==> config.mk <==
export PLATFORM = sky130hd
export DESIGN_NAME = mac_dot_pipe
export DESIGN_NICKNAME = d
export VERILOG_FILES = /design/src/rtl/fxp_pkg.sv /design/src/rtl/fxp_mul_round.sv /design/src/rtl/mac_dot_pipe.sv
export SDC_FILE = /design/constraint.sdc
export NUM_CORES = 2
export LEC_CHECK = 0
export ABC_AREA = 1
export BUFFER_PORTS_ARGS = -buffer_cell sky130_fd_sc_hd__buf_2
export CAP_MARGIN = 25
export CORE_MARGIN = 2
export CORE_UTILIZATION = 50
export CTS_CLUSTER_DIAMETER = 120
export DETAILED_ROUTE_END_ITERATION = 7
export PLACE_DENSITY = 0.66
export SLEW_MARGIN = 15
export SYNTH_ARGS = -nofsm -noshare
export SYNTH_HDL_FRONTEND = slang
export SYNTH_HIERARCHICAL = 1
export SYNTH_SLANG_ARGS = --single-unit
==> constraint.sdc <==
create_clock -name clk -period 7.9 [get_ports clk]
set_input_delay 0 -clock clk [delete_from_list [all_inputs] [get_ports clk]]
set_output_delay 0 -clock clk [all_outputs]
set_load 0.005 [all_outputs]
==> src/rtl/fxp_pkg.sv <==
// fxp_pkg: shared fixed-point helpers for the dot-product datapath.
//   - default lane count, operand width, fraction bits, accumulator width
//   - wide_t: scratch type wide enough for any intermediate sum
//   - clog2:      ceiling log2 for sizing adder trees
//   - lane_lsb:   bit offset of a lane inside a packed lane bus
//   - sat_signed: clip a signed value to a signed target width
//   - sat_hit:    1 when sat_signed would clip
package fxp_pkg;

  localparam int DEF_LANES = 4;
  localparam int DEF_WIDTH = 16;
  localparam int DEF_FRAC  = 12;
  localparam int DEF_ACC_W = 32;

  localparam int SAT_MAX_W = 128;

  typedef logic signed [SAT_MAX_W-1:0] wide_t;

  function automatic int clog2(input int n);
    int r;
    int v;
    r = 0;
    v = 1;
    while (v < n) begin
      v = v << 1;
      r = r + 1;
    end
    return r;
  endfunction

  function automatic int lane_lsb(input int lane, input int w);
    return lane * w;
  endfunction

  function automatic wide_t sat_signed(input wide_t v, input int unsigned w);
    wide_t hi;
    wide_t lo;
    hi = (wide_t'(1) <<< (w - 1)) - wide_t'(1);
    lo = -(wide_t'(1) <<< (w - 1));
    if (v > hi) begin
      return hi;
    end else if (v < lo) begin
      return lo;
    end
    return v;
  endfunction

  function automatic logic sat_hit(input wide_t v, input int unsigned w);
    return sat_signed(v, w) != v;
  endfunction

endpackage

==> src/rtl/fxp_mul_round.sv <==
// fxp_mul_round: one multiply lane. Full-precision signed product, optional
// round-half-up, arithmetic shift right by FRAC, sign-extended to ACC_W.
// Purely combinational; the caller registers the result.
// Ports:
//   a, b : WIDTH-bit signed Q(FRAC) operands
//   y    : ACC_W-bit signed Q(FRAC) lane product
module fxp_mul_round
  import fxp_pkg::*;
#(
  parameter int WIDTH = DEF_WIDTH,
  parameter int FRAC  = DEF_FRAC,
  parameter int ACC_W = DEF_ACC_W,
  parameter int ROUND = 0
) (
  input  logic signed [WIDTH-1:0] a,
  input  logic signed [WIDTH-1:0] b,
  output logic signed [ACC_W-1:0] y
);

  // One spare bit so the rounding add can never wrap the product.
  localparam int PW = 2 * WIDTH + 1;
  localparam int RSH = (FRAC > 0) ? FRAC - 1 : 0;
  localparam logic signed [PW-1:0] RND =
    (ROUND != 0 && FRAC > 0) ? (PW'(1) <<< RSH) : '0;

  function automatic logic signed [PW-1:0] round_shift(input logic signed [PW-1:0] p);
    logic signed [PW-1:0] r;
    r = p + RND;
    return r >>> FRAC;
  endfunction

  logic signed [PW-1:0] prod;

  always_comb begin
    prod = PW'(a) * PW'(b);
    y    = ACC_W'(round_shift(prod));
  end

endmodule

==> src/rtl/mac_dot_pipe.sv <==
// mac_dot_pipe: pipelined LANES-wide fixed-point dot-product accumulator.
// Each accepted beat multiplies LANES operand pairs, sums them, and adds the
// sum into a per-vector accumulator (seeded with bias on the first beat).
// The saturated result is presented on the last beat behind valid/ready.
// Ports:
//   clk, reset           : clock, asynchronous active-high reset
//   in_valid/in_ready    : input beat handshake
//   in_a, in_b           : packed lane operands, lane i at [i*WIDTH +: WIDTH]
//   in_last              : final beat of the vector
//   bias                 : Q(FRAC) bias, used on the first beat only
//   out_valid/out_ready  : result handshake
//   out_data, out_sat    : saturated result and sticky saturation flag
//   busy                 : any beat in flight or result pending
module mac_dot_pipe
  import fxp_pkg::*;
#(
  parameter int LANES = DEF_LANES,
  parameter int WIDTH = DEF_WIDTH,
  parameter int FRAC  = DEF_FRAC,
  parameter int ACC_W = DEF_ACC_W,
  parameter int ROUND = 0
) (
  input  logic                     clk,
  input  logic                     reset,
  input  logic                     in_valid,
  output logic                     in_ready,
  input  logic [LANES*WIDTH-1:0]   in_a,
  input  logic [LANES*WIDTH-1:0]   in_b,
  input  logic                     in_last,
  input  logic [ACC_W-1:0]         bias,
  output logic                     out_valid,
  input  logic                     out_ready,
  output logic [ACC_W-1:0]         out_data,
  output logic                     out_sat,
  output logic                     busy
);

  localparam int SUM_W = ACC_W + clog2(LANES);
  localparam int AW1   = ACC_W + 1;

  function automatic logic signed [ACC_W-1:0] clip_acc(input wide_t v);
    return ACC_W'(sat_signed(v, ACC_W));
  endfunction

  function automatic logic clip_hit(input wide_t v);
    return sat_hit(v, ACC_W);
  endfunction

  logic en;
  logic accept;
  logic first_beat;

  // A held, unconsumed result freezes every stage so nothing is overwritten.
  assign en       = !(out_valid && !out_ready);
  assign in_ready = en;
  assign accept   = in_valid && en;

  always_ff @(posedge clk or posedge reset) begin
    if (reset) begin
      first_beat <= 1'b1;
    end else if (accept) begin
      first_beat <= in_last;
    end
  end

  // ---- S1: per-lane multiply, round, shift ----
  logic signed [ACC_W-1:0] lane_y [LANES];

  for (genvar i = 0; i < LANES; i++) begin : g_lane
    fxp_mul_round #(
      .WIDTH (WIDTH),
      .FRAC  (FRAC),
      .ACC_W (ACC_W),
      .ROUND (ROUND)
    ) u_mul (
      .a (in_a[lane_lsb(i, WIDTH) +: WIDTH]),
      .b (in_b[lane_lsb(i, WIDTH) +: WIDTH]),
      .y (lane_y[i])
    );
  end

  logic                    vld_p0;
  logic                    last_p0;
  logic                    first_p0;
  logic signed [ACC_W-1:0] bias_p0;
  logic signed [ACC_W-1:0] lane_p0 [LANES];

  always_ff @(posedge clk) begin
    if (en) begin
      lane_p0  <= lane_y;
      last_p0  <= in_last;
      first_p0 <= first_beat;
      bias_p0  <= bias;
    end
  end

  // ---- S2: lane sum and clip ----
  logic signed [SUM_W-1:0] lane_sum;

  always_comb begin
    lane_sum = '0;
    for (int i = 0; i < LANES; i++) begin
      lane_sum = lane_sum + SUM_W'(lane_p0[i]);
    end
  end

  logic                    vld_p1;
  logic                    last_p1;
  logic                    first_p1;
  logic                    ssat_p1;
  logic signed [ACC_W-1:0] bias_p1;
  logic signed [ACC_W-1:0] sum_p1;

  always_ff @(posedge clk) begin
    if (en) begin
      sum_p1   <= clip_acc(wide_t'(lane_sum));
      ssat_p1  <= clip_hit(wide_t'(lane_sum));
      last_p1  <= last_p0;
      first_p1 <= first_p0;
      bias_p1  <= bias_p0;
    end
  end

  always_ff @(posedge clk or posedge reset) begin
    if (reset) begin
      vld_p0 <= 1'b0;
      vld_p1 <= 1'b0;
    end else if (en) begin
      vld_p0 <= accept;
      vld_p1 <= vld_p0;
    end
  end

  // ---- S3: accumulate, clip, publish on last beat ----
  logic signed [ACC_W-1:0] acc_p2;
  logic signed [ACC_W-1:0] acc_base;
  logic signed [AW1-1:0]   acc_add;
  logic signed [ACC_W-1:0] acc_nxt;
  logic                    asat;
  logic                    vec_sat;
  logic                    beat_sat;

  always_comb begin
    acc_base = first_p1 ? bias_p1 : acc_p2;
    acc_add  = AW1'(acc_base) + AW1'(sum_p1);
    acc_nxt  = clip_acc(wide_t'(acc_add));
    asat     = clip_hit(wide_t'(acc_add));
    // First beat starts a fresh sticky flag.
    beat_sat = (first_p1 ? 1'b0 : vec_sat) | ssat_p1 | asat;
  end

  always_ff @(posedge clk) begin
    if (en && vld_p1) begin
      acc_p2 <= acc_nxt;
    end
  end

  always_ff @(posedge clk or posedge reset) begin
    if (reset) begin
      vec_sat   <= 1'b0;
      out_valid <= 1'b0;
      out_data  <= '0;
      out_sat   <= 1'b0;
    end else if (en) begin
      if (vld_p1) begin
        vec_sat <= beat_sat;
      end
      // With en=1 any presented result is being consumed this edge.
      if (vld_p1 && last_p1) begin
        out_valid <= 1'b1;
        out_data  <= acc_nxt;
        out_sat   <= beat_sat;
      end else begin
        out_valid <= 1'b0;
      end
    end
  end

  assign busy = vld_p0 | vld_p1 | out_valid;

endmodule

## Word-level counts from Yosys, hierarchy flattened

Index checks and enable logic that the tools add are counted.

| cells by class | value |
|---|---|
| bitwise gates (word level) | 5 |
| multiplexer cells | 15 |
| eq/ne operators | 2 |
| magnitude comparators | 4 |
| multipliers | 4 |
| reductions and logical operators | 8 |
| $add $sub $neg | 4 |

Operators by type and width:

| operator | number |
|---|---|
| $mux 128 | 7 |
| $mul 16x16->32 | 4 |
| $ne 128x23->1 | 1 |
| $ne 128x33->1 | 1 |
| $add 32x32->33 | 1 |
| $gt 33x32->1 const B | 1 |
| $lt 33x32->1 const B | 1 |
| $gt 23x32->1 const B | 1 |
| $lt 23x32->1 const B | 1 |
| $mux 32 | 1 |
| $add 22x20->23 | 1 |
| $add 21x20->22 | 1 |
| $add 20x20->21 | 1 |
| $mux 1 | 7 |
| $logic_and 1x1->1 | 4 |
| $or 1x1->1 | 4 |
| $reduce_and 2->1 | 2 |
| $logic_not 1->1 | 2 |
| $not 1->1 | 1 |

| storage, ports and cells | value |
|---|---|
| input port bits | 165 |
| output and inout port bits | 36 |
| register bits after elaboration | 251 |

## Depth between registers and ports, before layout

| logic depth | value |
|---|---|
| depth in word-level cells | 10 |
| mapped depth | 30 |

## Hierarchy

Netlist, hierarchy kept.

By module, submodules not included:

| module | area an instance (µm²) | cells each | instances | seq. area each (µm²) |
|---|---|---|---|---|
| mac_dot_pipe | 16574.6 | 1725 | 1 | 8789.7 |
| fxp_mul_round at g_lane[0].u_mul | 10915.5 | 1529 | 1 | 0.0 |
| fxp_mul_round at g_lane[1].u_mul | 10898.0 | 1511 | 1 | 0.0 |
| fxp_mul_round at g_lane[3].u_mul | 10729.0 | 1471 | 1 | 0.0 |
| fxp_mul_round at g_lane[2].u_mul | 10682.7 | 1458 | 1 | 0.0 |

## Least setup slack after synthesis

OpenSTA, ideal clock, no wires.

| path | value |
|---|---|
| kind | input to register |
| from | input port in_b[5] |
| to | register lane_p0[116] (netlist name) |
| path slack | 1973 ps |
| cell stages on the path | 24 |
| library setup time | 252 ps |
| data required time | 7648 ps |
| buffers on the path | 3 |
| data arrival time | 5676 ps |
| path through | clkbuf_1 > clkbuf_1 > nand2_1 > fa_1 > inv_1 > fa_1 > inv_1 > fa_1 > inv_1 > fa_1 > fa_1 > inv_1 > fa_1 > inv_1 > ha_1 > nand2_1 > nor2_1 > o21ai_0 > nand2_1 > a21oi_1 > nand2_1 > nand2_1 > nand2_1 > buf_4 |

RTL lines:

| what | line | text |
|---|---|---|
| start: declaration | mac_dot_pipe.sv:28 | `input logic [LANES*WIDTH-1:0] in_b,` |

==> impl_metrics.py <==
metrics = {
    "floorplanning": {
        "die_y_um": 350,
        "die_x_um": 350,
        "start_util_pct": 50.5,
        "coreArea_mm2": 0.118,
        "placementRows": 126,
        "dieArea_mm2": 0.122,
        "ios": 201,
    },
    "job": {
        "cap_violations": 0,
    },
    "clock_tree": {
        "path_clk_slew_ps": 60,
        "htreeDepth": 1,
        "cts_sinks": 299,
        "postCtsResizedCells": 0,
        "cts_made_buffers": 31,
        "cts_root_buffer": "clkbuf_16",
        "clock_path_buffers": 3,
        "clk_latency_ps": 600,
        "tritoncts": "yes",
    },
    "route": {
        "num_vias": 45026,
        "wl_per_cell_um": 15.2,
        "firstDrtPassIters": 6,
        "drtAntennaViolNets": 0,
        "drc": 0,
        "detail_route.wirelength_mm": 141,
        "drt_iter0_markers": 2589,
        "via_per_inst": 4.85,
    },
    "place": {
        "placed_cells": 9193,
        "port_buffers": 200,
        "place.gp.congestion": 0.944,
        "placed_area_mm2": 0.0614,
        "dp_hpwl_mm": 118,
    },
    "timing": {
        "fin_crit_sh_pct": 71.2,
        "final_max_slew_viol_count": 0,
        "fin_crit_ps": 5620,
        "clock.fmax_mhz": 178,
        "slew_headroom_pct": 34.7,
        "timing.setup.tns_ps": 0,
        "fin_skew_ps": 32.1,
        "setup_viol": 0,
        "tightest_slew_ps": 978,
        "finalHoldViolations": 0,
        "rsz0062_at_grt": "no",
    },
    "synthesis": {
        "yosys-top-cells-count": "2319 x inv_1, 2230 x nand2_1, 1110 x fa_1",
        "yosysWarnings": 6,
        "synth_area_leaders": "fa_1 37%, inv_1 15%, nand2_1 14%",
        "synth_flop_cell": "edfxtp_1",
        "syn-cell-area_mm2": 0.0598,
        "syn-instance-count": 7694,
        "synth_top_area_cell": "fa_1",
        "postSynthAreaPerCell_um2": 7.77,
        "syn_nets": 9350,
        "ys_seq_area_share_pct": 14.7,
        "ys_seq_elements": 299,
        "synthMostInstantiatedCell": "inv_1",
        "synth_edf_count": 261,
        "synth_top_area_share_pct": 37.2,
        "synth_cell_types": 45,
        "synthArstFlopShare_pct": 12.7,
    },
    "final_layout": {
        "syn2layout_area_growth_pct": 4.98,
        "nNetsFinal": 9319,
        "fin_cells": 9287,
        "drive_gt1_share_pct": 4.68,
        "fillCellCount": 11309,
        "fin_area_mm2": 0.0628,
        "antenna_cells": 0,
    },
    "global_route": {
        "globalRouteTotalUtil_pct": 23.9,
        "globalRouteOverflowTotal": 0,
        "antenna_found_initial": 1,
        "grt_pass1_wl_mm": 237,
        "grt_pass1_vias": 47120,
        "grt_max_degree": 102,
    },
    "worst_setup_path": {
        "cp-end-kind": "flip-flop",
        "worstPathCellList": "buf_2 > nand2_1 > fa_1 > inv_1 > fa_1 > inv_1 > fa_1 > inv_1 > fa_1 > fa_1 > inv_1 > fa_1 > inv_1 > ha_1 > nand2_1 > nor2_1 > nand2_1 > inv_1 > a21oi_1 > nand2_1 > nand2_1 > nand2_1",
        "cp_slowest_cell": "fa_1",
        "ff2ff_setup_slack_ps": 3220,
        "worstSetupStartpointType": "input port",
        "criticalPathCategory": "in -> reg",
        "cp_data_arrival_time_ps": 5820,
        "slowest_delay_ps": 890,
        "worstPathMaxFanout": 16,
        "cp.required_ps": 8090,
    },
    "status": {
        "outcome": "finished, final reports clean",
    },
    "worst_hold_path": {
        "hold_class": "in -> async",
    },
}
-- through the flow --
step | setup WS (ps) | hold slack [ps] | util [%]
3_5_place_dp | 1650 | 147 | 51.9
6_report | 2280 | 70.7 | 53.0
4_1_cts | 2250 | 45.1 | 53.0
3_3_place_gp | 1710 | 142 | 51.9
2_1_floorplan | 1970 | 98.9 | -
5_1_grt | 1850 | 93.1 | 53.0
-- flip-flops by register name, summed over array words and instances (netlist names) --
name,flops
first_beat,1
sum_p1,32
out_valid,1
vld_p1,1
vld_p0,1
bias_p0,32
lane_p0,128
first_p0,1
last_p0,1
bias_p1,32
last_p1,1
ssat_p1,1
out_data,32
out_sat,1
first_p1,1
acc_p2,32
vec_sat,1
-- cell families (layout without fill, tap and decap cells) --
| family | Yosys count | count (layout) | synth area share, % |
|---|---|---|---|
| AO/OA/AOI/OAI | 331 | 331 | 3.04 |
| XOR/XNOR | 76 | 76 | 1.11 |
| adder cells (fa/ha/maj) | 1491 | 1491 | 45.1 |
| buffers and inverters | 2642 | 2635 | 17.1 |
| flip-flops | 299 | 299 | 14.7 |
| multiplexers | 1 | 1 | 0.0188 |
| AND/OR/NAND/NOR | 2854 | 2854 | 18.9 |
-- layout make-up --
type,count,area (µm²),area share (%)
well taps,1600,2000,3.19
clock buffers,40,830,1.32
clock inverters,17,133,0.211
flip-flops and latches,299,8790,14.0
repair buffers,244,1440,2.30
multi-input cells,4753,40800,65.0
inverters,2334,8770,14.0
-- per-layer routing --
layer | wire, µm | share of wire (%) | global-route usage, %
met5 | 0 | 0 | 0
met4 | 2820 | 2.0 | 4.50
met3 | 7690 | 5.5 | 2.77
met2 | 67200 | 48 | 40.8
met1 | 63100 | 45 | 33.2
-- worst paths after layout --
kind	from	to	cells past startpoint
worst min-delay path	reset	out_data[17]	4
min in group clk	bias[31]	bias_p0[31]	2
worst max register to register	first_p1	acc_p2[8]	22
worst min register to register	bias_p0[18]	bias_p1[18]	0
worst max-delay path	in_a[15]	lane_p0[116]	22
max in group asynchronous	reset	first_beat	4
-- repair_timing --
action,in CTS,in global routing
hold buffers,36,0
hold endpoints to repair,75,0
setup buffers,0,0
-- worst max-delay path: cells and delay by family --
kind / cells / cell delay, ps
compound gates: 1 / 200
fa+ha+maj: 7 / 3920
buf+inv: 7 / 740
simple gates: 7 / 930
-- placed cells by master (no fill, tap or decap), drive strengths merged, types with 13 or more instances in the layout --
cell / synthesis / routed
xor2: 35 / 35
inv: 2334 / 2335
buf: 76 / 208
ha: 381 / 381
nor2: 326 / 326
nor3: 34 / 34
o21ai: 84 / 84
dlygate4sd3: 0 / 36
nand3b: 18 / 18
or2: 14 / 14
clkinv: 0 / 13
nand3: 169 / 169
xnor2: 41 / 41
clkbuf: 232 / 40
fa: 1110 / 1110
nand2: 2266 / 2266
o21bai: 32 / 32
a21oi: 200 / 200
dfrtp: 37 / 37
edfxtp: 261 / 261
Power is left out: the tool's default activity adds up to more than one toggle a clock period on the data nets, which glitch-free logic cannot reach.
